$ cat src/rtl/mmc1_pkg.sv
// mmc1_pkg: shared MMC1 types and reset constants
package mmc1_pkg;
  typedef enum logic [1:0] {MIR_ONE_LO, MIR_ONE_HI, MIR_VERT, MIR_HORIZ} mirror_t;
  typedef enum logic [1:0] {PRG_32K_A, PRG_32K_B, PRG_FIX_FIRST, PRG_FIX_LAST} prg_mode_t;
  typedef struct packed {
    logic [4:0] ctrl;
    logic [4:0] chr0;
    logic [4:0] chr1;
    logic [4:0] prg;
  } mmc1_regs_t;
  localparam logic [4:0] CTRL_RST    = 5'h0C;
  localparam logic [4:0] SHIFT_EMPTY = 5'b10000;
endpackage

$ cat src/rtl/mmc1_mapper_if.sv
// mmc1_mapper_if: cart CPU/PPU bus view and the mapped PRG/CHR/CIRAM outputs
interface mmc1_mapper_if;
  logic        m2;
  logic        cpu_rw;
  logic        romsel;
  logic [14:0] cpu_addr;
  logic [7:0]  cpu_data;
  logic [13:0] ppu_addr;
  logic [17:0] prg_addr;
  logic [16:0] chr_addr;
  logic        ciram_a10;
  logic        prg_ram_ce;
  modport master (output m2, cpu_rw, romsel, cpu_addr, cpu_data, ppu_addr,
                  input prg_addr, chr_addr, ciram_a10, prg_ram_ce);
  modport slave  (input m2, cpu_rw, romsel, cpu_addr, cpu_data, ppu_addr,
                  output prg_addr, chr_addr, ciram_a10, prg_ram_ce);
endinterface

$ cat src/rtl/m2_sampler.sv
// m2_sampler: synchronises async M2 and emits one strobe WR_SAMPLE clocks after its rise,
// unless M2 falls first.
module m2_sampler #(
  parameter int SYNC_STAGES = 2,
  parameter int WR_SAMPLE   = 4
) (
  input  logic clk,
  input  logic rst,
  input  logic i_m2,
  output logic o_strobe,
  output logic o_m2_sync
);
  localparam int CW = $clog2(WR_SAMPLE + 1);
  logic [SYNC_STAGES-1:0] r_sync;
  logic                   r_m2_prev;
  logic [CW-1:0]          r_cnt;
  assign o_m2_sync = r_sync[SYNC_STAGES-1];
  assign o_strobe  = o_m2_sync && r_cnt == CW'(WR_SAMPLE);
  always_ff @(posedge clk or posedge rst)
    if (rst) begin
      r_sync    <= '0;
      r_m2_prev <= 1'b0;
      r_cnt     <= '0;
    end else begin
      r_sync    <= {r_sync[SYNC_STAGES-2:0], i_m2};
      r_m2_prev <= o_m2_sync;
      r_cnt     <= (o_m2_sync && !r_m2_prev) ? CW'(1) :
                   (!o_m2_sync || o_strobe || r_cnt == '0) ? '0 : r_cnt + 1'b1;
    end
endmodule

$ cat src/rtl/mmc1_mapper.sv
// mmc1_mapper: MMC1 serial register capture and PRG/CHR/CIRAM address decode.
// Define MMC1_PRG_RAM_EN to enable the $6000-$7FFF PRG-RAM select.
module mmc1_mapper
  import mmc1_pkg::*;
#(
  parameter int SYNC_STAGES = 2,
  parameter int WR_SAMPLE   = 4
) (
  input logic           clk,
  input logic           rst,
  mmc1_mapper_if.slave  bus
);
  mmc1_regs_t r_regs, w_regs_nxt;
  logic [4:0] r_shift, w_shift_nxt, w_val;
  logic       r_prev_wr, w_strobe, w_m2_sync, w_wr, w_a14, w_unused;
  prg_mode_t  w_pmode;
  mirror_t    w_mir;
  m2_sampler #(.SYNC_STAGES(SYNC_STAGES), .WR_SAMPLE(WR_SAMPLE)) u_sampler (
    .clk(clk), .rst(rst), .i_m2(bus.m2), .o_strobe(w_strobe), .o_m2_sync(w_m2_sync)
  );
  assign w_wr  = w_strobe && !bus.romsel && !bus.cpu_rw;
  assign w_val = {bus.cpu_data[0], r_shift[4:1]};
  // The sentinel bit reaching shift[0] marks the fifth bit of a serial load
  always_comb begin
    w_regs_nxt  = r_regs;
    w_shift_nxt = r_shift;
    if (w_wr && !r_prev_wr) begin
      if (bus.cpu_data[7]) begin
        w_shift_nxt     = SHIFT_EMPTY;
        w_regs_nxt.ctrl = r_regs.ctrl | CTRL_RST;
      end else if (r_shift[0]) begin
        w_shift_nxt = SHIFT_EMPTY;
        case (bus.cpu_addr[14:13])
          2'b00:   w_regs_nxt.ctrl = w_val;
          2'b01:   w_regs_nxt.chr0 = w_val;
          2'b10:   w_regs_nxt.chr1 = w_val;
          default: w_regs_nxt.prg  = w_val;
        endcase
      end else begin
        w_shift_nxt = w_val;
      end
    end
  end
  always_ff @(posedge clk or posedge rst)
    if (rst) begin
      r_regs    <= '{ctrl: CTRL_RST, chr0: 5'h0, chr1: 5'h0, prg: 5'h0};
      r_shift   <= SHIFT_EMPTY;
      r_prev_wr <= 1'b0;
    end else begin
      r_regs  <= w_regs_nxt;
      r_shift <= w_shift_nxt;
      if (w_strobe) r_prev_wr <= w_wr;
    end
  assign w_pmode = prg_mode_t'(r_regs.ctrl[3:2]);
  assign w_mir   = mirror_t'(r_regs.ctrl[1:0]);
  assign w_a14   = bus.cpu_addr[14];
  assign bus.prg_addr =
    (w_pmode == PRG_FIX_LAST)  ? (w_a14 ? {4'hF, bus.cpu_addr[13:0]} : {r_regs.prg[3:0], bus.cpu_addr[13:0]}) :
    (w_pmode == PRG_FIX_FIRST) ? (w_a14 ? {r_regs.prg[3:0], bus.cpu_addr[13:0]} : {4'h0, bus.cpu_addr[13:0]}) :
                                 {r_regs.prg[3:1], bus.cpu_addr[14:0]};
  assign bus.chr_addr = r_regs.ctrl[4] ?
    {bus.ppu_addr[12] ? r_regs.chr1 : r_regs.chr0, bus.ppu_addr[11:0]} :
    {r_regs.chr0[4:1], bus.ppu_addr[12:0]};
  assign bus.ciram_a10 = (w_mir == MIR_VERT)  ? bus.ppu_addr[10] :
                         (w_mir == MIR_HORIZ) ? bus.ppu_addr[11] : (w_mir == MIR_ONE_HI);
`ifdef MMC1_PRG_RAM_EN
  assign bus.prg_ram_ce = w_m2_sync && bus.romsel && bus.cpu_addr[14:13] == 2'b11 && !r_regs.prg[4];
  assign w_unused = &{1'b0, bus.cpu_data[6:1], bus.ppu_addr[13]};
`else
  assign bus.prg_ram_ce = 1'b0;
  assign w_unused = &{1'b0, bus.cpu_data[6:1], bus.ppu_addr[13], r_regs.prg[4], w_m2_sync};
`endif
endmodule

$ cat src/flat_wrapper.sv
// flat-port wrapper written by rule: the top's interface ports become plain ports
module mmc1_mapper_flat import mmc1_pkg::*;
#(
  parameter int SYNC_STAGES = 2,
  parameter int WR_SAMPLE   = 4
)
  (clk, rst, bus_m2, bus_cpu_rw, bus_romsel, bus_cpu_addr, bus_cpu_data, bus_ppu_addr, bus_prg_addr, bus_chr_addr, bus_ciram_a10, bus_prg_ram_ce);
  mmc1_mapper_if bus_i ();
  input logic clk;
  input logic rst;
  input wire logic [$bits(bus_i.m2)-1:0] bus_m2;
  input wire logic [$bits(bus_i.cpu_rw)-1:0] bus_cpu_rw;
  input wire logic [$bits(bus_i.romsel)-1:0] bus_romsel;
  input wire logic [$bits(bus_i.cpu_addr)-1:0] bus_cpu_addr;
  input wire logic [$bits(bus_i.cpu_data)-1:0] bus_cpu_data;
  input wire logic [$bits(bus_i.ppu_addr)-1:0] bus_ppu_addr;
  output wire logic [$bits(bus_i.prg_addr)-1:0] bus_prg_addr;
  output wire logic [$bits(bus_i.chr_addr)-1:0] bus_chr_addr;
  output wire logic [$bits(bus_i.ciram_a10)-1:0] bus_ciram_a10;
  output wire logic [$bits(bus_i.prg_ram_ce)-1:0] bus_prg_ram_ce;
  assign bus_i.m2 = bus_m2;
  assign bus_i.cpu_rw = bus_cpu_rw;
  assign bus_i.romsel = bus_romsel;
  assign bus_i.cpu_addr = bus_cpu_addr;
  assign bus_i.cpu_data = bus_cpu_data;
  assign bus_i.ppu_addr = bus_ppu_addr;
  assign bus_prg_addr = bus_i.prg_addr;
  assign bus_chr_addr = bus_i.chr_addr;
  assign bus_ciram_a10 = bus_i.ciram_a10;
  assign bus_prg_ram_ce = bus_i.prg_ram_ce;
  mmc1_mapper #(.SYNC_STAGES(SYNC_STAGES), .WR_SAMPLE(WR_SAMPLE)) u_core (.clk(clk), .rst(rst), .bus(bus_i));
endmodule
$ cat config.mk
export PLATFORM = sky130hd
export DESIGN_NAME = mmc1_mapper_flat
export DESIGN_NICKNAME = d
export VERILOG_FILES = /design/src/rtl/mmc1_pkg.sv /design/src/rtl/mmc1_mapper_if.sv /design/src/rtl/m2_sampler.sv /design/src/rtl/mmc1_mapper.sv /design/src/flat_wrapper.sv
export SDC_FILE = /design/constraint.sdc
export NUM_CORES = 1
export LEC_CHECK = 0
export ABC_AREA = 0
export CAP_MARGIN = 25
export CORE_MARGIN = 5
export CORE_UTILIZATION = 44
export DETAILED_ROUTE_END_ITERATION = 10
export PLACE_DENSITY = 0.85
export SLEW_MARGIN = 20
export SYNTH_ARGS = -nofsm -noshare
export SYNTH_HDL_FRONTEND = slang
export SYNTH_SLANG_ARGS = --single-unit
$ cat constraint.sdc
create_clock -name clk -period 3.7 [get_ports clk]
set_clock_uncertainty 0.1 [all_clocks]
set_input_delay 0.925 -clock clk [delete_from_list [all_inputs] [get_ports clk]]
set_output_delay 0.925 -clock clk [all_outputs]
set_load 0.01 [all_outputs]
==> flow_metrics.env <==
export IMPL_netlist_top_cells_area="dfrtp_1 43%, mux2_2 14%, buf_4 12%"
export IMPL_timing_rr_end="u_core.r_regs[2]"
export IMPL_wirelength_microns=2990
export IMPL_criticalPathCategory="in -> out"
export IMPL_drive_gt1_share_pct=24.8
export IMPL_port_buffers=24
export IMPL_dp_slack_ns=0.303
export IMPL_root_buffer="clkbuf_8"
export IMPL_clock_latency_ns=0.29
export IMPL_area_growth_pct=12.9
export IMPL_ys_types=29
export IMPL_grt_setup_unrepaired="no"
export IMPL_setup_ws_ns=0.293
export IMPL_synth_most_common_cell="dfrtp_1"
export IMPL_clock_sinks=31
export IMPL_netlist_top_cells_count="28 x dfrtp_1, 27 x buf_4, 21 x mux2_2, 11 x o21ai_0, 10 x a21oi_1"
export IMPL_drc_errors=0
export IMPL_synth_nets=192
export IMPL_min_period_ns=3.41
export IMPL_io_pins=79
export IMPL_die_y_microns=71.0
export IMPL_dp_hpwl_microns=2210
export IMPL_gp_congestion=0.792
export IMPL_worstSetupEndpointType="primary output"
export IMPL_critPathLaunchType="primary input"
export IMPL_nNetsFinal=196
export IMPL_diodes=0
export IMPL_synth_edf_count=0
export IMPL_rrSetupSlack_ns=1.74
export IMPL_synth_seq_cells=31
export IMPL_drt_vias_per_instance=5.30
export IMPL_fin_crit_sh_pct=92.1
export IMPL_crit_fanout=5
export IMPL_routedWlPerCell_microns=14.9
export IMPL_crit_required_ns=2.67
export IMPL_grt_max_degree=32
export IMPL_fmax_ghz=0.293
export IMPL_dieWidth_microns=71.0
export IMPL_h_tree_depth=2
export IMPL_setup_viol=0
export IMPL_drtAntennaViolNets=0
export IMPL_synth_seq_area_share_pct=47.7
export IMPL_syn_avg_cell_area_sq_um=11.0
export IMPL_num_vias=1065
export IMPL_ys_warn_count=0
export IMPL_r2r_cells=5
export IMPL_hold_buffers=0
export IMPL_synthArstFlopShare_pct=100
export IMPL_p_leak_uw=0.000838
export IMPL_ys_flop_type="dfrtp_1"
export IMPL_reg2reg_from="u_core.u_sampler.r_cnt[0]"
export IMPL_netlist_area_sq_mm=0.00164
export IMPL_synthDominantCellAreaShare_pct=42.8
export IMPL_fin_setup_tns_ns=0
export IMPL_grt_use_total_pct=12.7
export IMPL_maxCapViolations=0
export IMPL_initialDrtViolationCount=61
export IMPL_hold_viol_final=0
export IMPL_p_total_uw=723
export IMPL_ctsResizeCount=0
export IMPL_ir_worst_vdd_mv=0.155
export IMPL_path_clk_slew_ns=0.06
export IMPL_cts_buffers=5
export IMPL_core_sq_mm=0.00363
export IMPL_holdPathStages=0
export IMPL_power_density_mw_per_mm2=392
export IMPL_antenna_found_initial=0
export IMPL_fp_row_count=22
export IMPL_hp_start="u_core.u_sampler.r_sync[0]"
export IMPL_synth_top_area_cell="dfrtp_1"
export IMPL_dieArea_sq_mm=0.00504
export IMPL_fill_cells=334
export IMPL_start_util_pct=45.0
export IMPL_grt_ovfl_total=0
export IMPL_hp_class="reg -> reg"
export IMPL_grt_pass1_vias=1064
export IMPL_whs_endpoint="u_core.u_sampler.r_sync[1]"
export IMPL_first_pass_iters=4
export IMPL_final_max_slew_viol_count=0
export IMPL_status="finished, final reports clean"
export IMPL_syn_inst=148
export IMPL_grt_pass1_wl_microns=4890
export IMPL_cts_buffer_depth=2
export IMPL_arrival_ns=2.38
export IMPL_postCtsSetupBuffers=0
export IMPL_cts_tree="done"
## layout by cell type, fill, tap and decap left out, types with 3 or more instances in the layout
cell and instances:
clkdlybuf4s50_1 24, dfrtp_1 28, a21oi_1 10, nor2_1 7, dfstp_2 3, clkbuf_8 6
inv_1 4, mux2_2 21, o21ai_0 11, nand2_1 8, nand3_1 4
## how the worst max path moves through the flow
stage	startpoint	to	depth (start not counted)
2_1_floorplan	bus_ppu_addr[12]	bus_chr_addr[13]	2
3_3_place_gp	bus_ppu_addr[12]	bus_chr_addr[15]	4
3_5_place_dp	bus_ppu_addr[12]	bus_chr_addr[15]	4
4_1_cts	bus_ppu_addr[12]	bus_chr_addr[15]	4
5_1_grt	bus_ppu_addr[12]	bus_chr_addr[15]	4
6_report	bus_ppu_addr[12]	bus_chr_addr[15]	4
## critical path: stages
cell and delay, ns:
clkdlybuf4s50_1 0.42, nand2_1 0.19, mux2_2 0.37, clkdlybuf4s50_1 0.48
## final cells by class
class	instances	area (sq um)	area share, %
flip-flops and latches	31	779	42.2
clock inverters	2	35.0	1.90
multi-input cells	85	627	33.9
well taps	48	60.1	3.25
clock buffers	6	82.6	4.47
inverters	4	15.0	0.813
repair buffers	25	248	13.4
## sequential cells by signal (all words and copies together), names as in the netlist
signal,flops
u_core.u_sampler.r_sync,2
u_core.r_shift,5
u_core.u_sampler.r_cnt,3
u_core.r_prev_wr,1
u_core.u_sampler.r_m2_prev,1
u_core.r_regs,19
## per-layer routing
layer	wire [microns]	GRT usage [%]	part of all wire (%)	vias to the layer above
met5	0	0	0	-
met4	65	5.85	2.2	0
met3	249	4.97	8.3	7
met2	1490	21.6	50	38
met1	1180	13.9	40	522
li1	-	-	-	498
## logic make-up (layout without fill, tap and decap cells)
kind of cell / Yosys count / count (layout) / synth area share (%)
and+or+nand+nor: 34 / 34 / 12.6
DFF: 31 / 31 / 47.7
xor gates and xnor gates: 1 / 1 / 0.536
other: 1 / 1 / 0.229
muxes: 21 / 21 / 14.5
buffers and inverters: 32 / 37 / 14.0
adders and majority gates: 2 / 2 / 1.53
AOI/OAI and AO/OA: 26 / 26 / 8.95
## stage by stage
stage | cell area, sq um | cells | utilization [%] | hold slack [ns]
2_1_floorplan | 1640 | 148 | - | 0.231
6_report | 1850 | 201 | 50.8 | 0.251
3_3_place_gp | 1730 | 193 | 47.6 | 0.234
3_5_place_dp | 1730 | 193 | 47.6 | 0.240
4_1_cts | 1850 | 201 | 50.8 | 0.254
5_1_grt | 1850 | 201 | 50.8 | 0.266
## power by group
group          leakage (uW)  switching [uW]  internal, uW  total, uW
logic              0.000368            20.3          20.1       40.5
clock network     0.0000612             121           217        339
registers          0.000409            1.82           342        344
total              0.000838             143           580        723
Note: power is estimated with default switching activity, not from simulation.
